**src/rtl/arb_pkg.sv**
```systemverilog
// Shared types and helpers for the round-robin transaction arbiter.
package arb_pkg;

    typedef enum logic [1:0] {
        ARB_IDLE,
        ARB_OWN,
        ARB_RELEASE
    } arb_state_t;

    function automatic int id_width(input int n);
        return (n > 1) ? $clog2(n) : 1;
    endfunction

endpackage

```
**src/rtl/rr_pick.sv**
```systemverilog
// Combinational round-robin pick: first set request after last_id,
// wrapping modulo NUM_REQ.
module rr_pick
    import arb_pkg::*;
#(
    parameter  int NUM_REQ = 4,
    localparam int ID_W    = id_width(NUM_REQ)
) (
    input  logic [NUM_REQ-1:0] req,
    input  logic [ID_W-1:0]    last_id,
    output logic [ID_W-1:0]    winner,
    output logic               any_req
);

    logic [2*NUM_REQ-1:0] dbl;
    logic [NUM_REQ-1:0]   rot;
    int                   off;
    int                   pos;

    // Rotate via a doubled vector so the scan starts just past last_id.
    always_comb begin
        dbl     = {req, req};
        rot     = NUM_REQ'(dbl >> (int'(last_id) + 1));
        any_req = |req;
        off     = 0;
        for (int i = NUM_REQ - 1; i >= 0; i--) begin
            if (rot[i]) begin
                off = i;
            end
        end
        pos = int'(last_id) + 1 + off;
        if (pos >= NUM_REQ) begin
            pos = pos - NUM_REQ;
        end
        winner = ID_W'(pos);
    end

endmodule

```
**src/rtl/rr_txn_arbiter.sv**
```systemverilog
// Round-robin arbiter granting one shared transaction resource at a time,
// with done/drop release, hold-time limit and a bus turnaround cycle.
module rr_txn_arbiter
    import arb_pkg::*;
#(
    parameter  int NUM_REQ  = 4,
    parameter  int MAX_HOLD = 16,
    localparam int ID_W     = id_width(NUM_REQ),
    localparam int HC_W     = id_width(MAX_HOLD)
) (
    input  logic               clk,
    input  logic               rst_n,
    input  logic [NUM_REQ-1:0] req,
    input  logic [NUM_REQ-1:0] done,
    output logic [NUM_REQ-1:0] gnt,
    output logic [ID_W-1:0]    gnt_id,
    output logic               busy,
    output logic               timeout
);

    localparam logic [HC_W-1:0] HOLD_LAST = HC_W'(MAX_HOLD - 1);
    localparam logic [ID_W-1:0] ID_LAST   = ID_W'(NUM_REQ - 1);

    arb_state_t         state_q;
    arb_state_t         state_d;
    logic [HC_W-1:0]    hold_cnt;
    logic [HC_W-1:0]    hold_d;
    logic [ID_W-1:0]    last_id;
    logic [ID_W-1:0]    last_d;
    logic [ID_W-1:0]    id_d;
    logic [ID_W-1:0]    winner;
    logic [NUM_REQ-1:0] gnt_d;
    logic               busy_d;
    logic               timeout_d;
    logic               any_req;
    logic               rel_done;
    logic               rel_drop;
    logic               rel_max;

    rr_pick #(
        .NUM_REQ(NUM_REQ)
    ) u_pick (
        .req    (req),
        .last_id(last_id),
        .winner (winner),
        .any_req(any_req)
    );

    assign rel_done = done[gnt_id];
    assign rel_drop = ~req[gnt_id];
    assign rel_max  = (hold_cnt == HOLD_LAST);

    always_comb begin
        state_d   = state_q;
        gnt_d     = gnt;
        id_d      = gnt_id;
        busy_d    = busy;
        timeout_d = 1'b0;
        hold_d    = hold_cnt;
        last_d    = last_id;
        unique case (state_q)
            ARB_IDLE: begin
                if (any_req) begin
                    gnt_d   = NUM_REQ'(1) << winner;
                    id_d    = winner;
                    busy_d  = 1'b1;
                    hold_d  = '0;
                    state_d = ARB_OWN;
                end
            end
            ARB_OWN: begin
                if (rel_done || rel_drop || rel_max) begin
                    gnt_d     = '0;
                    busy_d    = 1'b0;
                    last_d    = gnt_id;
                    hold_d    = '0;
                    // Hold expiry flags timeout only when nothing else released.
                    timeout_d = rel_max && !rel_done && !rel_drop;
                    state_d   = ARB_RELEASE;
                end else begin
                    hold_d = hold_cnt + 1'b1;
                end
            end
            ARB_RELEASE: begin
                state_d = ARB_IDLE;
            end
            default: begin
                state_d = ARB_IDLE;
            end
        endcase
    end

    always_ff @(posedge clk or negedge rst_n) begin
        if (!rst_n) begin
            state_q  <= ARB_IDLE;
            gnt      <= '0;
            gnt_id   <= '0;
            busy     <= 1'b0;
            timeout  <= 1'b0;
            hold_cnt <= '0;
            last_id  <= ID_LAST;
        end else begin
            state_q  <= state_d;
            gnt      <= gnt_d;
            gnt_id   <= id_d;
            busy     <= busy_d;
            timeout  <= timeout_d;
            hold_cnt <= hold_d;
            last_id  <= last_d;
        end
    end

    a_gnt_onehot: assert property (
        @(posedge clk) disable iff (!rst_n) $onehot0(gnt)
    );

    a_timeout_src: assert property (
        @(posedge clk) disable iff (!rst_n)
        timeout |-> ($past(state_q) == ARB_OWN)
    );

endmodule
```
**config.mk**
```make
export PLATFORM = sky130hd
export DESIGN_NAME = rr_txn_arbiter
export DESIGN_NICKNAME = d
export VERILOG_FILES = /design/src/rtl/arb_pkg.sv /design/src/rtl/rr_pick.sv /design/src/rtl/rr_txn_arbiter.sv
export SDC_FILE = /design/constraint.sdc
export NUM_CORES = 1
export LEC_CHECK = 0
export ABC_AREA = 0
export CORE_MARGIN = 1.5
export CORE_UTILIZATION = 44
export DETAILED_ROUTE_END_ITERATION = 10
export PLACE_DENSITY = 0.71
export SYNTH_ARGS = -nofsm -noshare
export SYNTH_HDL_FRONTEND = slang
export SYNTH_SLANG_ARGS = --single-unit
```
**constraint.sdc**
```tcl
create_clock -name clk -period 1.7 [get_ports clk]
set_input_delay 0.51 -clock clk [delete_from_list [all_inputs] [get_ports clk]]
set_output_delay 0.51 -clock clk [all_outputs]
set_load 0.01 [all_outputs]
```
==> impl_results.md <==
- Count leader, synth: dfrtp_1
- Area of all sequential standard cells: 403 sq um
- FF+latch count, synth: 16
- Final setup margin: -0.312 ns
- Final non-filler cell area: 0.00140 sq mm
- Post-DR vias/cell: 5.51
- Final hold violation count: 0
- Element type at the critical path end: flip-flop
- Startpoint Class: flip-flop
- Register area share after synthesis: 45.2%
- CTS clk-pin slew, worst paths: 0.10 ns
- Clk root buf: clkbuf_4
- RSZ-0062 raised after global routing: yes
- Static leakage: 0.687 nW
- Yosys cell types: 40
- Cell area power density: 1620 mW/mm^2
- Peak VDD IR: 1090 uV
- Num CTS Buffers: 3
- Failing checks: negative setup slack
- Syn nets: 102
- Sw frac: 39.8%
- FFs w/ async S/R, synth: 100%
- Later-pin clock latency in the skew report: 0.29 ns
- Post-Route WL: 2460 um
- Placed cell count: 147
- DP HPWL: 1630 um
- Number of filler cells placed in the layout: 146
- Cell type with the largest total area after synthesis: dfrtp_1
- CP arrival: 2.20 ns
- Initial antenna violation count: 0
- Post-synth top cells: dfrtp_1, nor2_1, nand2_1
- Post-route ant nets: 0
- Multi-input logic area: 578 sq um
- Vias in the first global route: 807
- Routability cong.: 0.860
- CP Class: reg -> reg
- Overflow after GRT: 0
- Area contributors post-synth: dfrtp_1, dfstp_2, ha_1
- Period utilization: 118%
- Actual slew at the worst max-slew pin: 0.394 ns
- MaxCap Viol Count: 0
- First-pass GRT wire length: 3690 um
- EDFF count, synth: 0
- Mapped cell area: 892 sq um
- Hold Path Class: reg -> reg
- Final slew viol count: 0
- FMAX: 497 MHz
- CTS tree: yes
- Row count: 16
- Htree depth: 1
- Final setup viols: 7
- Worst Path Buf+Inv: 0
- Top FF cell, synth: dfrtp_1
- Starting Density: 45.9%
- Total I/O pin count: 18
- Die Y: 48.0 um
- Post-Layout Cell Count: 158
- Final min period: 2.01 ns
- Warnings, synthesis: 0
- Cells after synthesis: 89
- I/O Buffers: 17
- Worst path cell trace: nor2_1 > a22oi_2 > o221ai_2 > a21oi_2 > ha_2 > xnor2_2 > xnor2_2 > a32o_2
- Layout Utilization: 72.0%
- Die Wd: 48.0 um
- Pint: 1.37 mW
- Setup TNS: -1.57 ns
- Critical path's top delay family: compound AO/OA/AOI/OAI gates
- Crit path max fanout: 7
- DIE AREA: 0.00231 sq mm
- Core Box Area: 0.00194 sq mm
- Slowest-stage cell, CP: dfstp_2
- DR DRC count: 0
- Share of the synthesized area in the top cell type: 39.3%
- Run status: finished with violations
- N_diodes: 0
- Comb pwr share: 60.9%
- CP most frequent cell: xnor2_2
- Required time worst endpoint: 1.89 ns
- Flop-to-flop setup slack: -0.31 ns
- DP Area: 0.00123 sq mm
- Initial DRC Count: 13
- First-pass iteration count of the detailed router: 4
- Slew headroom: 73.3%
- Synth-to-layout area growth: 56.8%
- Clock skew: 0.00683 ns
- Longest Clk Path Bufs: 2
- Final nets: 145
- Net Sw Power: 0.904 mW
- Via count: 870
- Fraction of layout instances using a drive strength above 1: 43.5%
- Clock Power Share: 11.4%
- WL per Instance: 15.5 um
- Slowest stage delay, CP: 0.61 ns
- Largest net degree at the start of global routing: 17
- Syn avg cell area: 10.0 sq um
- Clock sink count: 16
- GRT Total Usage: 23.3%
- Sequential power share: 27.8%
power by group through the flow:
stage               sequential (mW)  combinational (mW)  clock (mW)
floorplan                     0.642               0.676           0
global placement              0.644                1.12           0
detailed placement            0.647                1.16           0
CTS                           0.622                1.29       0.268
global route                  0.645                1.49       0.283
finish                        0.632                1.38       0.258
worst paths after layout:
kind,startpoint,endpoint,depth (start not counted)
setup / recovery,last_id[0]$_DFFE_PN1P_,gnt[0]$_DFFE_PN0P_,8
min in group asynchronous,rst_n,gnt[1]$_DFFE_PN0P_,2
hold reg to reg,busy$_DFFE_PN0P_,busy$_DFFE_PN0P_,2
setup reg to reg,last_id[0]$_DFFE_PN1P_,gnt[0]$_DFFE_PN0P_,8
max in group asynchronous,rst_n,last_id[1]$_DFFE_PN1P_,2
hold / removal,busy$_DFFE_PN0P_,busy$_DFFE_PN0P_,2
timing repair:
| item | CTS | global route |
|---|---|---|
| hold buffers | 0 | 0 |
| hold endpoints to repair | 0 | 0 |
| pin swaps | 10 | 9 |
| setup endpoints to repair | 23 | 12 |
| resized for setup | 35 | 14 |
| setup buffers | 7 | 0 |
cells by family (layout without fill, tap and decap cells):
family	after synthesis	count (layout)	synth area share (%)
AO/OA/AOI/OAI	19	19	16.4
XOR/XNOR	3	3	2.95
adder cells (fa/ha/maj)	3	3	4.21
buffers and inverters	6	48	2.52
flip-flops	16	16	45.2
multiplexers	5	5	7.43
AND/OR/NAND/NOR	37	37	21.3
per-stage QoR:
step	hold slack, ns	total power, mW	worst slack, ns
after detailed placement	0.479	1.81	-0.854
after floorplan	0.214	1.32	-0.138
after global placement	0.460	1.77	-0.802
final	0.494	2.27	-0.312
after global routing	0.525	2.42	-0.383
after CTS	0.497	2.18	-0.313
layout by cell type (no fill, tap or decap), types with 2 or more instances in the layout:
master and count:
nand2_1 7, nand3_1 5, nand2b_4 3, dfstp_2 2, nor3_1 2, buf_2 2, o211ai_1 2, buf_6 3
nor2_1 7, nand2b_1 2, buf_4 21, inv_1 3, clkbuf_4 3, dlygate4sd2_1 10, dfrtp_1 14, o21ai_1 4
o31ai_2 2, xnor2_2 2
layout make-up:
class	instances	share of cell area, %
Inverter	4	1.07
Tap cell	27	2.42
Multi-Input combinational cell	67	41.3
Timing Repair Buffer	40	23.8
Sequential cell	16	28.8
Clock buffer	4	2.59
flip-flops by register name, indices dropped and copies added, names as in the netlist:
register  flops
gnt           4
hold_cnt      4
gnt_id        2
last_id       2
state_q       2
busy          1
timeout       1
layer usage:
metal	GRT usage [%]	wire, um	vias to the layer above
met4	1.62	36	0
met2	37.1	1250	26
li1	-	-	410
met1	33.6	1040	430
met5	0	0	-
met3	5.66	135	4
tightest hold or removal path, stage by stage, from the launching register on:
cell and delay (ns):
dfrtp_1 0.36, nand2_1 0.05, nand2_1 0.05
(Power assumes the default switching activity.)
